## config.mk

```make
export PLATFORM = sky130hd
export DESIGN_NAME = sem_fases
export DESIGN_NICKNAME = d
export VERILOG_FILES = /design/src/rtl/sem_fases.sv
export SDC_FILE = /design/constraint.sdc
export NUM_CORES = 1
export LEC_CHECK = 0
export CAP_MARGIN = 30
export CELL_PAD_IN_SITES_DETAIL_PLACEMENT = 0
export CELL_PAD_IN_SITES_GLOBAL_PLACEMENT = 1
export CORE_UTILIZATION = 32
export DETAILED_ROUTE_END_ITERATION = 16
export GPL_ROUTABILITY_DRIVEN = 0
export PLACE_DENSITY_LB_ADDON = 0.1
export SKIP_LAST_GASP = 1
export SLEW_MARGIN = 20
export SYNTH_ARGS = -nofsm -noshare
export SYNTH_HDL_FRONTEND = slang
export SYNTH_SLANG_ARGS = --single-unit
```

## constraint.sdc

```tcl
create_clock -name CLK -period 1.87 [get_ports CLK]
set_input_delay 0.2805 -clock CLK [delete_from_list [all_inputs] [get_ports CLK]]
set_output_delay 0.2805 -clock CLK [all_outputs]
set_load 0.1 [all_outputs]
```

## src/rtl/sem_fases.sv

```systemverilog
// sem_fases: traffic-light phase controller driven by the 4 Hz tick counter (CUENTA/TC).
// Optional night mode (NOCHE input and state) is built when SEM_NOCHE_EN is defined.
module sem_fases #(
    parameter int MODULE  = 55,
    parameter int T_SALTO = 12,
    parameter int T_AMBAR = 20,
    parameter int T_ROJO  = 24,
    parameter int T_PEA   = 26,
    parameter int T_PARP  = 44,
    parameter int T_FIN   = 50
) (
    input  logic       CLK,
    input  logic       RSTn,
`ifdef SEM_NOCHE_EN
    input  logic       NOCHE,
`endif
    input  logic       CLK_ENA,
    input  logic [5:0] CUENTA,
    input  logic       TC,
    input  logic       PEAT_REQ,
    output logic       SEM_LOADn,
    output logic [5:0] SEM_P,
    output logic       CAR_R,
    output logic       CAR_A,
    output logic       CAR_V,
    output logic       PEA_R,
    output logic       PEA_V,
    output logic       PEAT_ESPERA,
    output logic [2:0] FASE
);

    typedef enum logic [2:0] {
        S_INICIO = 3'd0,
        S_VERDE  = 3'd1,
        S_AMBAR  = 3'd2,
        S_ROJO1  = 3'd3,
        S_PEATON = 3'd4,
        S_PARP   = 3'd5,
        S_ROJO2  = 3'd6,
        S_NOCHE  = 3'd7
    } fase_t;

    localparam logic [5:0] C_ZERO  = 6'd0;
    localparam logic [5:0] C_SALTO = 6'(T_SALTO);
    localparam logic [5:0] C_AMBAR = 6'(T_AMBAR);
    localparam logic [5:0] C_ROJO  = 6'(T_ROJO);
    localparam logic [5:0] C_PEA   = 6'(T_PEA);
    localparam logic [5:0] C_PARP  = 6'(T_PARP);
    localparam logic [5:0] C_FIN   = 6'(T_FIN);
    localparam logic [5:0] C_ULT   = 6'(MODULE - 1);

    // Light vectors are packed as {CAR_R, CAR_A, CAR_V, PEA_R, PEA_V}
    localparam logic [4:0] L_TODO_ROJO = 5'b10010;
    localparam logic [4:0] L_VERDE     = 5'b00110;
    localparam logic [4:0] L_AMBAR     = 5'b01010;
    localparam logic [4:0] L_PEATON    = 5'b10001;

    if (!((T_SALTO > 0) && (T_SALTO < T_AMBAR) && (T_AMBAR < T_ROJO) && (T_ROJO < T_PEA) &&
          (T_PEA < T_PARP) && (T_PARP < T_FIN) && (T_FIN <= MODULE - 1) && (MODULE <= 64))) begin : g_bad_params
        $error("sem_fases: illegal phase thresholds");
    end

    fase_t      state_r, state_nx_s;
    logic [4:0] luces_r, luces_nx_s;
    logic       sync1_r, sync2_r, prev_r, edge_s;
    logic       espera_r, espera_nx_s;
    logic       loadn_r, loadn_nx_s;
    logic [5:0] p_r, p_nx_s;
    logic       noche_s, noche_act_s, entra_peaton_s, fase_pide_s;
    logic       unused_tc_s;

    // TC is redundant with CUENTA for phase decoding
    assign unused_tc_s = TC;

`ifdef SEM_NOCHE_EN
    assign noche_s = NOCHE;
`else
    assign noche_s = 1'b0;
`endif

    // Phase whose CUENTA window contains c; out-of-range counts map to INICIO
    function automatic fase_t ventana(input logic [5:0] c);
        fase_t f;
        if (c < C_AMBAR)      f = S_VERDE;
        else if (c < C_ROJO)  f = S_AMBAR;
        else if (c < C_PEA)   f = S_ROJO1;
        else if (c < C_PARP)  f = S_PEATON;
        else if (c < C_FIN)   f = S_PARP;
        else if (c <= C_ULT)  f = S_ROJO2;
        else                  f = S_INICIO;
        return f;
    endfunction

    // Advance on the successor's first count, stay inside own window, otherwise resync
    function automatic fase_t avanza(input fase_t act, input fase_t sig,
                                     input logic [5:0] primero, input logic [5:0] c);
        fase_t f;
        if (c == primero)            f = sig;
        else if (ventana(c) == act)  f = act;
        else                         f = S_INICIO;
        return f;
    endfunction

    // Two-flop synchroniser and rising-edge detector, clocked every CLK
    always_ff @(posedge CLK or negedge RSTn) begin
        if (!RSTn) begin
            sync1_r <= 1'b0;
            sync2_r <= 1'b0;
            prev_r  <= 1'b0;
        end else begin
            sync1_r <= PEAT_REQ;
            sync2_r <= sync1_r;
            prev_r  <= sync2_r;
        end
    end

    assign edge_s = sync2_r & ~prev_r;

    // Next-phase selection from the current phase and CUENTA
    always_comb begin
        state_nx_s = state_r;
        if (noche_s) begin
            state_nx_s = S_NOCHE;
        end else begin
            case (state_r)
                S_INICIO: state_nx_s = ventana(CUENTA);
                S_VERDE:  state_nx_s = avanza(S_VERDE,  S_AMBAR,  C_AMBAR, CUENTA);
                S_AMBAR:  state_nx_s = avanza(S_AMBAR,  S_ROJO1,  C_ROJO,  CUENTA);
                S_ROJO1:  state_nx_s = avanza(S_ROJO1,  S_PEATON, C_PEA,   CUENTA);
                S_PEATON: state_nx_s = avanza(S_PEATON, S_PARP,   C_PARP,  CUENTA);
                S_PARP:   state_nx_s = avanza(S_PARP,   S_ROJO2,  C_FIN,   CUENTA);
                S_ROJO2:  state_nx_s = avanza(S_ROJO2,  S_VERDE,  C_ZERO,  CUENTA);
                default:  state_nx_s = S_INICIO;
            endcase
        end
    end

    // Light decode of the phase being entered, registered alongside it
    always_comb begin
        luces_nx_s = L_TODO_ROJO;
        case (state_nx_s)
            S_INICIO: luces_nx_s = L_TODO_ROJO;
            S_VERDE:  luces_nx_s = L_VERDE;
            S_AMBAR:  luces_nx_s = L_AMBAR;
            S_ROJO1:  luces_nx_s = L_TODO_ROJO;
            S_PEATON: luces_nx_s = L_PEATON;
            S_PARP:   luces_nx_s = {4'b1000, CUENTA[0]};
            S_ROJO2:  luces_nx_s = L_TODO_ROJO;
            S_NOCHE:  luces_nx_s = {1'b0, CUENTA[1], 3'b000};
            default:  luces_nx_s = L_TODO_ROJO;
        endcase
    end

    // Phase and light registers move only on the counter enable
    always_ff @(posedge CLK or negedge RSTn) begin
        if (!RSTn) begin
            state_r <= S_INICIO;
            luces_r <= L_TODO_ROJO;
        end else if (CLK_ENA) begin
            state_r <= state_nx_s;
            luces_r <= luces_nx_s;
        end
    end

    assign noche_act_s    = noche_s | (state_r == S_NOCHE);
    assign entra_peaton_s = CLK_ENA & (state_nx_s == S_PEATON) & (state_r != S_PEATON);
    assign fase_pide_s    = (state_r == S_VERDE) | (state_r == S_PARP) | (state_r == S_ROJO2);

    // Pending-request latch; clearing on PEATON entry beats a coincident edge
    always_comb begin
        espera_nx_s = espera_r;
        if (noche_act_s) begin
            espera_nx_s = 1'b0;
        end else if (entra_peaton_s) begin
            espera_nx_s = 1'b0;
        end else if (edge_s && fase_pide_s) begin
            espera_nx_s = 1'b1;
        end else begin
            espera_nx_s = espera_r;
        end
    end

    // Green-shortening load: held until the counter is seen at T_SALTO
    always_comb begin
        loadn_nx_s = loadn_r;
        p_nx_s     = p_r;
        if (noche_act_s) begin
            loadn_nx_s = 1'b1;
            p_nx_s     = C_ZERO;
        end else if (!loadn_r) begin
            if (CUENTA == C_SALTO) begin
                loadn_nx_s = 1'b1;
                p_nx_s     = C_ZERO;
            end else begin
                loadn_nx_s = 1'b0;
                p_nx_s     = C_SALTO;
            end
        end else if ((state_r == S_VERDE) && espera_r && (CUENTA < C_SALTO)) begin
            loadn_nx_s = 1'b0;
            p_nx_s     = C_SALTO;
        end else begin
            loadn_nx_s = 1'b1;
            p_nx_s     = C_ZERO;
        end
    end

    // Request and load registers run every CLK so no edge or handshake is lost
    always_ff @(posedge CLK or negedge RSTn) begin
        if (!RSTn) begin
            espera_r <= 1'b0;
            loadn_r  <= 1'b1;
            p_r      <= 6'd0;
        end else begin
            espera_r <= espera_nx_s;
            loadn_r  <= loadn_nx_s;
            p_r      <= p_nx_s;
        end
    end

    assign {CAR_R, CAR_A, CAR_V, PEA_R, PEA_V} = luces_r;
    assign PEAT_ESPERA = espera_r;
    assign SEM_LOADn   = loadn_r;
    assign SEM_P       = p_r;
    assign FASE        = state_r;

endmodule

```

==> results of run 1 <==
placed cells by master (no fill, tap or decap), types with 4 or more instances in the layout:
master / netlist / routed
buf_4: 6 / 40
nor2_1: 13 / 13
nand2_1: 9 / 9
dfrtp_1: 11 / 8
inv_1: 6 / 6
o21ai_0: 6 / 6
buf_12: 0 / 6
a21oi_1: 5 / 5
a21o_1: 4 / 4
nand3_1: 4 / 4
o21a_1: 4 / 4
nand4_1: 4 / 4
conb_1: 1 / 4
dlygate4sd2_1: 0 / 4
flip-flops by register name (all words and copies together) (netlist names):
signal       cells
luces_r          5
FASE             3
PEAT_ESPERA      1
SEM_LOADn        1
SEM_P            1
prev_r           1
sync1_r          1
sync2_r          1
per-layer routing:
| metal | global-route usage | vias up |
|---|---|---|
| met5 | 0 | - |
| met4 | 0.0498 | 0 |
| met3 | 0.0368 | 2 |
| met2 | 0.298 | 34 |
| met1 | 0.257 | 530 |
| li1 | - | 560 |
metrics by stage:
| step | TNS, ns | cells |
|---|---|---|
| floorplan | -0.328 | 133 |
| global placement | -4.68 | 220 |
| detailed placement | -4.96 | 220 |
| CTS | -0.110 | 225 |
| global route | -0.612 | 225 |
| finish | -0.124 | 225 |
worst max-delay path: cells and delay by family (launching register included):
| family | cells | cell delay (ns) |
|---|---|---|
| AO/OA/AOI/OAI | 4 | 0.79 |
| buffers and inverters | 1 | 0.18 |
| flip-flops | 1 | 0.49 |
| AND/OR/NAND/NOR | 2 | 0.37 |
how the worst min path moves through the flow:
stage / start / to
after global placement: sync1_r$_DFF_PN0_ / sync2_r$_DFF_PN0_
after detailed placement: sync1_r$_DFF_PN0_ / sync2_r$_DFF_PN0_
after global routing: sync1_r$_DFF_PN0_ / sync2_r$_DFF_PN0_
after floorplan: RSTn / PEAT_ESPERA$_DFFE_PN0P_
final: RSTn / luces_r[3]$_DFFE_PN0P_
after CTS: sync1_r$_DFF_PN0_ / sync2_r$_DFF_PN0_
power by group through the flow:
stage | Sequential, mW | Clock, mW | Combinational (mW)
detailed placement | 0.398 | 0 | 0.693
finish | 0.394 | 0.224 | 0.701
global route | 0.400 | 0.240 | 0.736
CTS | 0.393 | 0.230 | 0.699
global placement | 0.399 | 0 | 0.691
floorplan | 0.624 | 0 | 0.235
timing repair:
| item | CTS | global route |
|---|---|---|
| resized for setup | 14 | 4 |
| setup endpoints to repair | 9 | 9 |
| pin swaps | 3 | 1 |
| cloned | 1 | 0 |
cells by family (layout without fill, tap and decap cells):
logic type | count (synthesis) | in the layout | share of synthesized area
multiplexers | 1 | 1 | 0.0104
AO/OA/AOI/OAI | 37 | 37 | 0.252
XOR/XNOR | 1 | 1 | 0.00807
other | 1 | 4 | 0.00345
flip-flops | 14 | 14 | 0.326
buffers and inverters | 20 | 68 | 0.106
AND/OR/NAND/NOR | 56 | 56 | 0.294
final cells by class:
type | instances | area [sq um] | share of cell area
Clock buffer | 4 | 36.3 | 0.0216
Timing Repair Buffer | 58 | 528 | 0.315
Multi-Input combinational cell | 99 | 671 | 0.400
Inverter | 6 | 22.5 | 0.0134
Tap cell | 44 | 55.1 | 0.0328
Sequential cell | 14 | 365 | 0.218
==> impl_metrics.ini, run 1 <==
[sta]
holdWs_ns = 0.366
relSlewSlack = 0.588
min_period_over_period = 1.03
worstMarginPinSlew_ns = 0.616
fin_worst_skew_ns = 0.00736
setup_viol = 2
fin_ws_ns = -0.0636
hold_violations = 0
max_freq_ghz = 0.517
min_period_ns = 1.93
rsz0062_at_grt = yes
final_max_slew_viol_count = 0

[setup_path]
worstPathArrival_ns = 2.12
critPathRequiredTime_ns = 2.06
path_class = flop to flop
startpoint_type = flop
crit_start = FASE[1]$_DFFE_PN0P_
reg2reg_slack_ns = -0.06
ff2ff_path_depth = 7
cp_slowest_stage_delay_ns = 0.49
cp_cell_sequence = and4b_1 -> nand2_1 -> a21o_1 -> a2111oi_4 -> a311oi_2 -> buf_4 -> o32ai_2
cp_max_fo = 6
r2r_end = luces_r[2]$_DFFE_PN0P_
endpoint = luces_r[2]$_DFFE_PN0P_
setup.worst_path.end_class = flop
r2r_start = FASE[1]$_DFFE_PN0P_
cpMaxStageDelayCell = dfrtp_4

[die]
die_x_microns = 60.3
start_util = 0.347
design.die.area_sq_um = 3630
core-area_sq_um = 3130
rows = 20
die_h_microns = 60.3
boundaryPins = 27

[place]
dp_slack_ns = -0.671
dpl-instance-area_sq_um = 1610
dpl.hpwl_mm = 2.30
port_buffers = 21

[power_and_ir_drop]
switching_share = 0.460
power_frac_clock = 0.170
switching_power_uw = 607
total_power_mw = 1.32
internal-power_uw = 713
power_per_cell_area_nw_per_um2 = 787
p_comb_frac = 0.531
power.leakage_nw = 0.740
p_seq_frac = 0.299
ir_drop_mv = 0.425

[clock_network]
clk_path_buf_depth = 2
clkSinkCount = 14
htreeDepth = 1
root_buffer = clkbuf_4
path_clk_slew_ns = 0.09
cts_hold_buf = 0
clk-insertion-delay-late_ns = 0.28
cts_tree = yes
cts_setup_buffers = 0
cts_buffers = 3

[run_status]
violations = setup timing
status = finished with violations

[drt]
highest_layer = met4
wl_met2_mm = 1.40
drc = 0
dr.pass1.iters = 4
drt_iter0_drc = 33
viasPerCell = 5.00
wl_met1_mm = 1.44
totalWireLength_mm = 3.01
postRouteAntennaNets = 0
wl_met3_microns = 155
wire_per_inst_microns = 13.4
num_vias = 1126

[grt]
track_usage = 0.187
grt_pass1_wl_mm = 5.04
antenna_found_initial = 0
grt_max_degree = 15
first_global_vias = 1117
grt_overflow_total = 0

[synthesis]
ys_types = 49
synth_most_common_cell = nor2_1
yosysSeqAreaShare = 0.326
synth_top_area_cell = dfrtp_1
ys_warn_count = 0
async_reset_ff_frac = 1.00
synth-seq-cells = 14
synthCells = 130
synthFlopType = dfrtp_1
synth_top_area_frac = 0.253
synth.avg_cell_area_sq_um = 8.35
yosys-top-cells-count = 13 x nor2_1, 11 x dfrtp_1, 9 x nand2_1
synth_area_sq_um = 1090
synth.area.top_cells = dfrtp_1 25%, dfstp_2 7.3%, nor2_1 4.5%
synth-edff-count = 0

[layout]
nFillCells = 302
drive_above_1_share = 0.398
stdcell_area_sq_um = 1680
fin_nets = 193
area_growth_syn_to_layout_pct = 54.5
antenna_cells = 0
fin_util = 0.536

[min_path]
hold_path.class = input pin to asynchronous set/reset pin

[job]
max_cap_viol_count = 0
Power figures use the tool's default switching activity.
==> run 2: changes to the inputs <==
- CAP_MARGIN: 30 -> 20
==> results of run 2 <==
No change in the layout: final DEF, timing and power equal those of run 1.
